**src/rtl/tx_frame_buffer_pkg.sv**
```systemverilog
// Shared types and constants for the TX frame buffer.
// Optional statistics counters are built when TX_BUF_STATS_EN is defined.
package tx_frame_buffer_pkg;

    // Width of the BUSY-rise timeout counter (covers TMO_CYCLES up to 255).
    localparam int unsigned TMO_CNT_W   = 8;
    // Width of the drop/timeout statistics counters.
    localparam int unsigned STATS_CNT_W = 8;

    // Transmit pacing FSM states.
    typedef enum logic [1:0] {
        IDLE    = 2'b00,
        WAIT_HI = 2'b01,
        WAIT_LO = 2'b10
    } tx_state_e;

    // Saturating increment for statistics counters.
    function automatic logic [STATS_CNT_W-1:0] sat_inc(input logic [STATS_CNT_W-1:0] v);
        return (v == '1) ? v : v + STATS_CNT_W'(1);
    endfunction

endpackage

```
**src/rtl/tx_buf_mem.sv**
```systemverilog
// Depth x Width byte storage: one synchronous write port, combinational read.
// Storage has no reset; validity is tracked by the pointers in the parent.
module tx_buf_mem #(
    parameter int unsigned Width = 8,
    parameter int unsigned Depth = 8,
    parameter int unsigned AddrW = $clog2(Depth)
) (
    input  logic             clk,
    input  logic             wr_en,
    input  logic [AddrW-1:0] wr_addr,
    input  logic [Width-1:0] wr_data,
    input  logic [AddrW-1:0] rd_addr,
    output logic [Width-1:0] rd_data_c
);

    logic [Width-1:0] mem [Depth];

    // Write port.
    always_ff @(posedge clk) begin
        if (wr_en) begin
            mem[wr_addr] <= wr_data;
        end
    end

    assign rd_data_c = mem[rd_addr];

endmodule

```
**src/rtl/tx_frame_buffer.sv**
```systemverilog
// TX byte FIFO with busy-handshake pacing toward the UART data synchronizer.
// Releases one byte per TX_D_VLD pulse, then waits for BUSY to rise and fall.
// Define TX_BUF_STATS_EN to add saturating DROP_CNT / TMO_CNT outputs.
module tx_frame_buffer
    import tx_frame_buffer_pkg::*;
#(
    parameter int unsigned Width      = 8,
    parameter int unsigned Depth      = 8,
    parameter int unsigned TMO_CYCLES = 255
) (
    input  logic                     CLK,
    input  logic                     RST,
    input  logic [Width-1:0]         WR_DATA,
    input  logic                     WR_VLD,
    input  logic                     BUSY,
    output logic [Width-1:0]         TX_P_DATA,
    output logic                     TX_D_VLD,
    output logic                     FULL,
    output logic                     EMPTY,
    output logic [$clog2(Depth):0]   COUNT,
    output logic                     OVERFLOW,
    output logic                     TIMEOUT
`ifdef TX_BUF_STATS_EN
    ,
    output logic [STATS_CNT_W-1:0]   DROP_CNT,
    output logic [STATS_CNT_W-1:0]   TMO_CNT
`endif
);

    localparam int unsigned AW = $clog2(Depth);
    localparam int unsigned CW = AW + 1;

    logic [AW-1:0]        wr_ptr;
    logic [AW-1:0]        rd_ptr;
    logic [CW-1:0]        count_nxt;
    logic [Width-1:0]     rd_data_c;
    logic                 push_c;
    logic                 pop_c;
    logic                 drop_c;
    tx_state_e            state;
    logic [TMO_CNT_W-1:0] tmo_cnt;

    tx_buf_mem #(
        .Width (Width),
        .Depth (Depth),
        .AddrW (AW)
    ) u_mem (
        .clk       (CLK),
        .wr_en     (push_c),
        .wr_addr   (wr_ptr),
        .wr_data   (WR_DATA),
        .rd_addr   (rd_ptr),
        .rd_data_c (rd_data_c)
    );

    // Push/pop qualification and next occupancy.
    always_comb begin
        push_c    = WR_VLD && !FULL;
        drop_c    = WR_VLD && FULL;
        pop_c     = (state == IDLE) && !EMPTY && !BUSY;
        count_nxt = COUNT;
        if (push_c && !pop_c) begin
            count_nxt = COUNT + CW'(1);
        end else if (!push_c && pop_c) begin
            count_nxt = COUNT - CW'(1);
        end
    end

    // Pointers, occupancy flags and overflow pulse.
    always_ff @(posedge CLK or negedge RST) begin
        if (!RST) begin
            wr_ptr   <= '0;
            rd_ptr   <= '0;
            COUNT    <= '0;
            FULL     <= 1'b0;
            EMPTY    <= 1'b1;
            OVERFLOW <= 1'b0;
        end else begin
            if (push_c) begin
                wr_ptr <= wr_ptr + AW'(1);
            end
            if (pop_c) begin
                rd_ptr <= rd_ptr + AW'(1);
            end
            COUNT    <= count_nxt;
            FULL     <= (count_nxt == CW'(Depth));
            EMPTY    <= (count_nxt == '0);
            OVERFLOW <= drop_c;
        end
    end

    // Pacing FSM: pop from IDLE, then wait for BUSY rise (with timeout) and fall.
    always_ff @(posedge CLK or negedge RST) begin
        if (!RST) begin
            state     <= IDLE;
            tmo_cnt   <= '0;
            TX_P_DATA <= '0;
            TX_D_VLD  <= 1'b0;
            TIMEOUT   <= 1'b0;
        end else begin
            TX_D_VLD <= 1'b0;
            TIMEOUT  <= 1'b0;
            case (state)
                IDLE: begin
                    if (pop_c) begin
                        TX_P_DATA <= rd_data_c;
                        TX_D_VLD  <= 1'b1;
                        tmo_cnt   <= '0;
                        state     <= WAIT_HI;
                    end
                end
                WAIT_HI: begin
                    if (BUSY) begin
                        state <= WAIT_LO;
                    end else if (tmo_cnt == TMO_CNT_W'(TMO_CYCLES - 1)) begin
                        // UART never accepted the byte; drop it and move on.
                        TIMEOUT <= 1'b1;
                        state   <= IDLE;
                    end else begin
                        tmo_cnt <= tmo_cnt + TMO_CNT_W'(1);
                    end
                end
                WAIT_LO: begin
                    if (!BUSY) begin
                        state <= IDLE;
                    end
                end
                default: begin
                    state <= IDLE;
                end
            endcase
        end
    end

`ifdef TX_BUF_STATS_EN
    // Saturating drop and timeout event counters, cleared only by reset.
    always_ff @(posedge CLK or negedge RST) begin
        if (!RST) begin
            DROP_CNT <= '0;
            TMO_CNT  <= '0;
        end else begin
            if (drop_c) begin
                DROP_CNT <= sat_inc(DROP_CNT);
            end
            if ((state == WAIT_HI) && !BUSY && (tmo_cnt == TMO_CNT_W'(TMO_CYCLES - 1))) begin
                TMO_CNT <= sat_inc(TMO_CNT);
            end
        end
    end
`else
    // Statistics counters are not built in this configuration.
`endif

endmodule

```
**config.mk**
```make
export PLATFORM = sky130hd
export DESIGN_NAME = tx_frame_buffer
export DESIGN_NICKNAME = d
export VERILOG_FILES = /design/src/rtl/tx_frame_buffer_pkg.sv /design/src/rtl/tx_buf_mem.sv /design/src/rtl/tx_frame_buffer.sv
export SDC_FILE = /design/constraint.sdc
export NUM_CORES = 1
export LEC_CHECK = 0
export ABC_AREA = 0
export BUFFER_PORTS_ARGS = -buffer_cell sky130_fd_sc_hd__buf_4
export CORE_MARGIN = 2
export CORE_UTILIZATION = 65
export CTS_BUF_LIST = sky130_fd_sc_hd__clkbuf_2 sky130_fd_sc_hd__clkbuf_4 sky130_fd_sc_hd__clkbuf_8
export CTS_CLUSTER_DIAMETER = 60
export DETAILED_ROUTE_END_ITERATION = 12
export GPL_TIMING_DRIVEN = 0
export PLACE_DENSITY = 0.85
export SYNTH_ARGS = -nofsm -noshare
export SYNTH_HDL_FRONTEND = slang
export SYNTH_SLANG_ARGS = --single-unit
```
**constraint.sdc**
```tcl
create_clock -name CLK -period 4.1 [get_ports CLK]
set_input_delay 0 -clock CLK [delete_from_list [all_inputs] [get_ports CLK]]
set_output_delay 0 -clock CLK [all_outputs]
set_load 0.05 [all_outputs]
```
==> flow_metrics.py <==
metrics = {
    "status": {
        "status": "complete, no violations",
    },
    "cells_and_area": {
        "area_growth_pct": 16.3,
        "nNetsFinal": 323,
        "n_fill_cell": 337,
        "utilization_pct": 77.9,
        "num_antenna_cells": 0,
        "drive_gt1_share_pct": 23.3,
    },
    "die": {
        "io_pins": 29,
        "die_area_sq_mm": 0.00674,
        "core_sq_mm": 0.00592,
        "fp.dieH_microns": 82.1,
        "die_x_microns": 82.1,
        "start_util_pct": 67.0,
        "num_rows": 28,
    },
    "worst_setup_path": {
        "arrival_ns": 2.33,
        "critPathKind": "reg -> reg",
        "worst_path_largest_cell_delay_ns": 1.11,
        "end_kind": "flop",
        "cp.required_ns": 4.07,
        "crit_fanout": 10,
        "crit_start": "FULL",
        "crit_path_start_kind": "flop",
        "crit_slowest_cell": "nor3_1",
        "reg2reg_from": "FULL",
        "path_cells": "nand2b_1, clkbuf_1, nor3_1",
    },
    "pwr": {
        "peakVddDrop_mv": 0.416,
        "powerDensity_mw_per_mm2": 686,
        "p_leak_nw": 1.73,
    },
    "clock_tree": {
        "cts_resized": 0,
        "cts_buffers": 9,
        "clkTransAtPathRegs_ns": 0.09,
        "clock_latency_ns": 0.36,
        "cts_sinks": 97,
        "htreeDepth": 3,
        "cts_tree": "done",
        "cts_root_buffer": "clkbuf_8",
        "cts_max_path_buffers": 2,
    },
    "yosys": {
        "avgSynthCellArea_sq_um": 15.7,
        "synth_compound_area_share_pct": 5.27,
        "synth_simple_gate_area_share_pct": 9.15,
        "synth_top_family_by_area": "multiplexers",
        "synth_warnings": 0,
        "ys_ff_latch": 97,
        "synthCells": 252,
        "ys_seq_area_share_pct": 69.3,
        "synthesis.nets": 270,
        "synth_xor_area_share_pct": 1.55,
        "ys_types": 40,
        "synthMuxAreaShare_pct": 11.1,
        "synth_area_sq_mm": 0.00397,
        "synth_fa_ha_area_share_pct": 1.89,
    },
    "global_routing": {
        "grt_max_degree": 34,
        "grt_usage_pct": 24.2,
        "grt_pass1_wl_mm": 11.3,
        "antenna_found_initial": 0,
        "grt_overflow": 0,
        "grt_pass1_vias": 2276,
    },
    "place": {
        "portBuffers": 28,
        "dp_hpwl_mm": 4.77,
        "gp_congestion": 0.789,
    },
    "route": {
        "drt_iter0_drc": 137,
        "ant_nets": 0,
        "drcViolationCount": 0,
        "totalWireLength_mm": 7.29,
        "first_pass_iters": 4,
        "num_vias": 2296,
        "wl_per_cell_microns": 19.0,
        "viasPerCell": 5.98,
    },
    "sta": {
        "maxSlewHeadroom_pct": 10.8,
        "fin_worst_skew_ns": 0.0103,
        "fin_crit_sh_pct": 57.6,
        "rsz0062_at_grt": "no",
        "hold_viol_final": 0,
        "setup_violations": 0,
        "tns_ns": 0,
        "min_period_ns": 2.36,
        "worst_pin_slew_ns": 1.33,
        "max_freq_ghz": 0.424,
        "maxSlewViolCount": 0,
    },
    "min_path": {
        "hp-class": "in -> async",
    },
    "run": {
        "drv_cap": 0,
    },
}
## cell usage in the layout, fill, tap and decap left out, drive strengths merged
cell         count
mux2i            8
and3             2
and4             1
mux4            16
xor2             1
clkbuf          18
clkinvlp         2
edfxtp          64
nor3             6
or3              4
or4              4
dfstp            1
dlygate4sd3     11
clkinv           2
a221o            1
nand2b           7
o2111ai          1
nand4            3
nor4             2
and2             2
o21ai           12
nor2b            1
xnor2            6
o211ai           3
inv              5
ha               6
o2111a           1
o31ai            4
a21boi           1
nand3            5
a221oi           1
a21oi            7
a2111oi          1
nor2             9
dfrtp           32
bufinv           1
nand2           24
buf             34
## flip-flops by register name (all words and copies together), names as in the netlist
| signal | count |
|---|---|
| FULL | 1 |
| COUNT | 4 |
| TX_D_VLD | 1 |
| u_mem.mem | 64 |
| tmo_cnt | 8 |
| TIMEOUT | 1 |
| TX_P_DATA | 8 |
| EMPTY | 1 |
| state | 2 |
| rd_ptr | 3 |
| OVERFLOW | 1 |
| wr_ptr | 3 |
## worst max-delay path: cells and delay by family (launching register included)
| kind | cells | cell delay, ns |
|---|---|---|
| AND/OR/NAND/NOR | 2 | 1.30 |
| flip-flops | 1 | 0.41 |
| buffers and inverters | 1 | 0.26 |
## final timing paths
check                                  endpoint  slack [ns]  cells past startpoint
worst max-delay path            u_mem.mem[2][0]        1.74                      3
worst min-delay path                   COUNT[3]        0.12                      2
min in group CLK                       OVERFLOW        0.42                      3
max in group asynchronous                 EMPTY        3.64                      2
worst max register to register  u_mem.mem[2][0]        1.74                      3
worst min register to register     TX_P_DATA[4]        0.50                      2
## per-stage QoR
stage                     hold slack [ns]  setup slack, ns  power, W  area [sq um]  std cells
after floorplan                    -0.296             1.84   0.00222          3970        252
final                               0.124             1.74   0.00316          4610        384
after CTS                           0.122             1.64   0.00318          4610        384
after detailed placement          -0.0276             1.67   0.00256          4300        358
after global routing                0.170             1.60   0.00332          4610        384
after global placement            -0.0353             1.33   0.00250          4270        355
## layer usage
metal,part of all wire (%),up-vias,wire (microns),track usage [%]
met5,0,-,0,0
met3,5.7,18,412,3.59
met4,2.4,0,174,10.8
met2,51,67,3710,41.2
met1,41,1140,2990,31.3
li1,-,1071,-,-
## cell families (layout without fill, tap and decap cells)
kind of cell | after synthesis | count (layout)
adders and majority gates | 6 | 6
DFF | 97 | 97
AOI/OAI and AO/OA | 32 | 32
and+or+nand+nor | 70 | 70
xor gates and xnor gates | 7 | 7
buffers and inverters | 16 | 73
muxes | 24 | 24
## report_power, final
group          internal (W)  total, W  switching, W  leakage [nW]
Sequential          0.00126   0.00139      0.000132         0.998
Combinational      0.000455   0.00116      0.000703         0.633
Clock              0.000303  0.000615      0.000312        0.0950
Total               0.00202   0.00316       0.00115          1.73
## final cells by class
type                    instances  area (sq um)  share of cell area [%]
plain buffers                  10          40.0                   0.868
clock buffers                  11           145                    3.15
clock inverters                 4          53.8                    1.17
inverters                       6          27.5                   0.597
multi-input cells             139          1160                    25.1
flip-flops and latches         97          2750                    59.6
well taps                      75          93.8                    2.03
repair buffers                 42           343                    7.43
## Yosys cell counts
cell type	count	area [sq um]
a2111oi_2	1	15.0
a21boi_0	1	7.51
a21oi_1	7	35.0
a221o_1	1	10.0
a221oi_1	1	8.76
and2_1	2	12.5
and3_1	2	12.5
and4_1	1	8.76
buf_1	1	3.75
buf_2	2	10.0
clkbuf_1	7	26.3
clkinv_4	1	8.76
dfrtp_1	32	801
dfstp_2	1	26.3
edfxtp_1	64	1920
ha_1	6	75.1
inv_1	5	18.8
mux2i_1	8	80.1
mux4_2	16	360
nand2_1	24	90.1
nand2b_1	7	43.8
nand3_1	5	25.0
nand4_1	3	18.8
nor2_1	9	33.8
nor2b_1	1	6.26
nor3_1	5	25.0
nor3_2	1	10.0
nor4_1	2	12.5
o2111a_1	1	11.3
o2111ai_1	1	8.76
o211ai_1	3	22.5
o21ai_0	11	55.1
o21ai_1	1	5.00
o31ai_1	4	30.0
or3_1	3	18.8
or3_4	1	11.3
or4_1	3	22.5
or4_4	1	11.3
xnor2_1	6	52.6
xor2_1	1	8.76
## timing repair
item | CTS | global route
hold buffers | 11 | 0
setup buffers | 0 | 0
hold endpoints to repair | 100 | 0
Power figures use the tool's default switching activity.
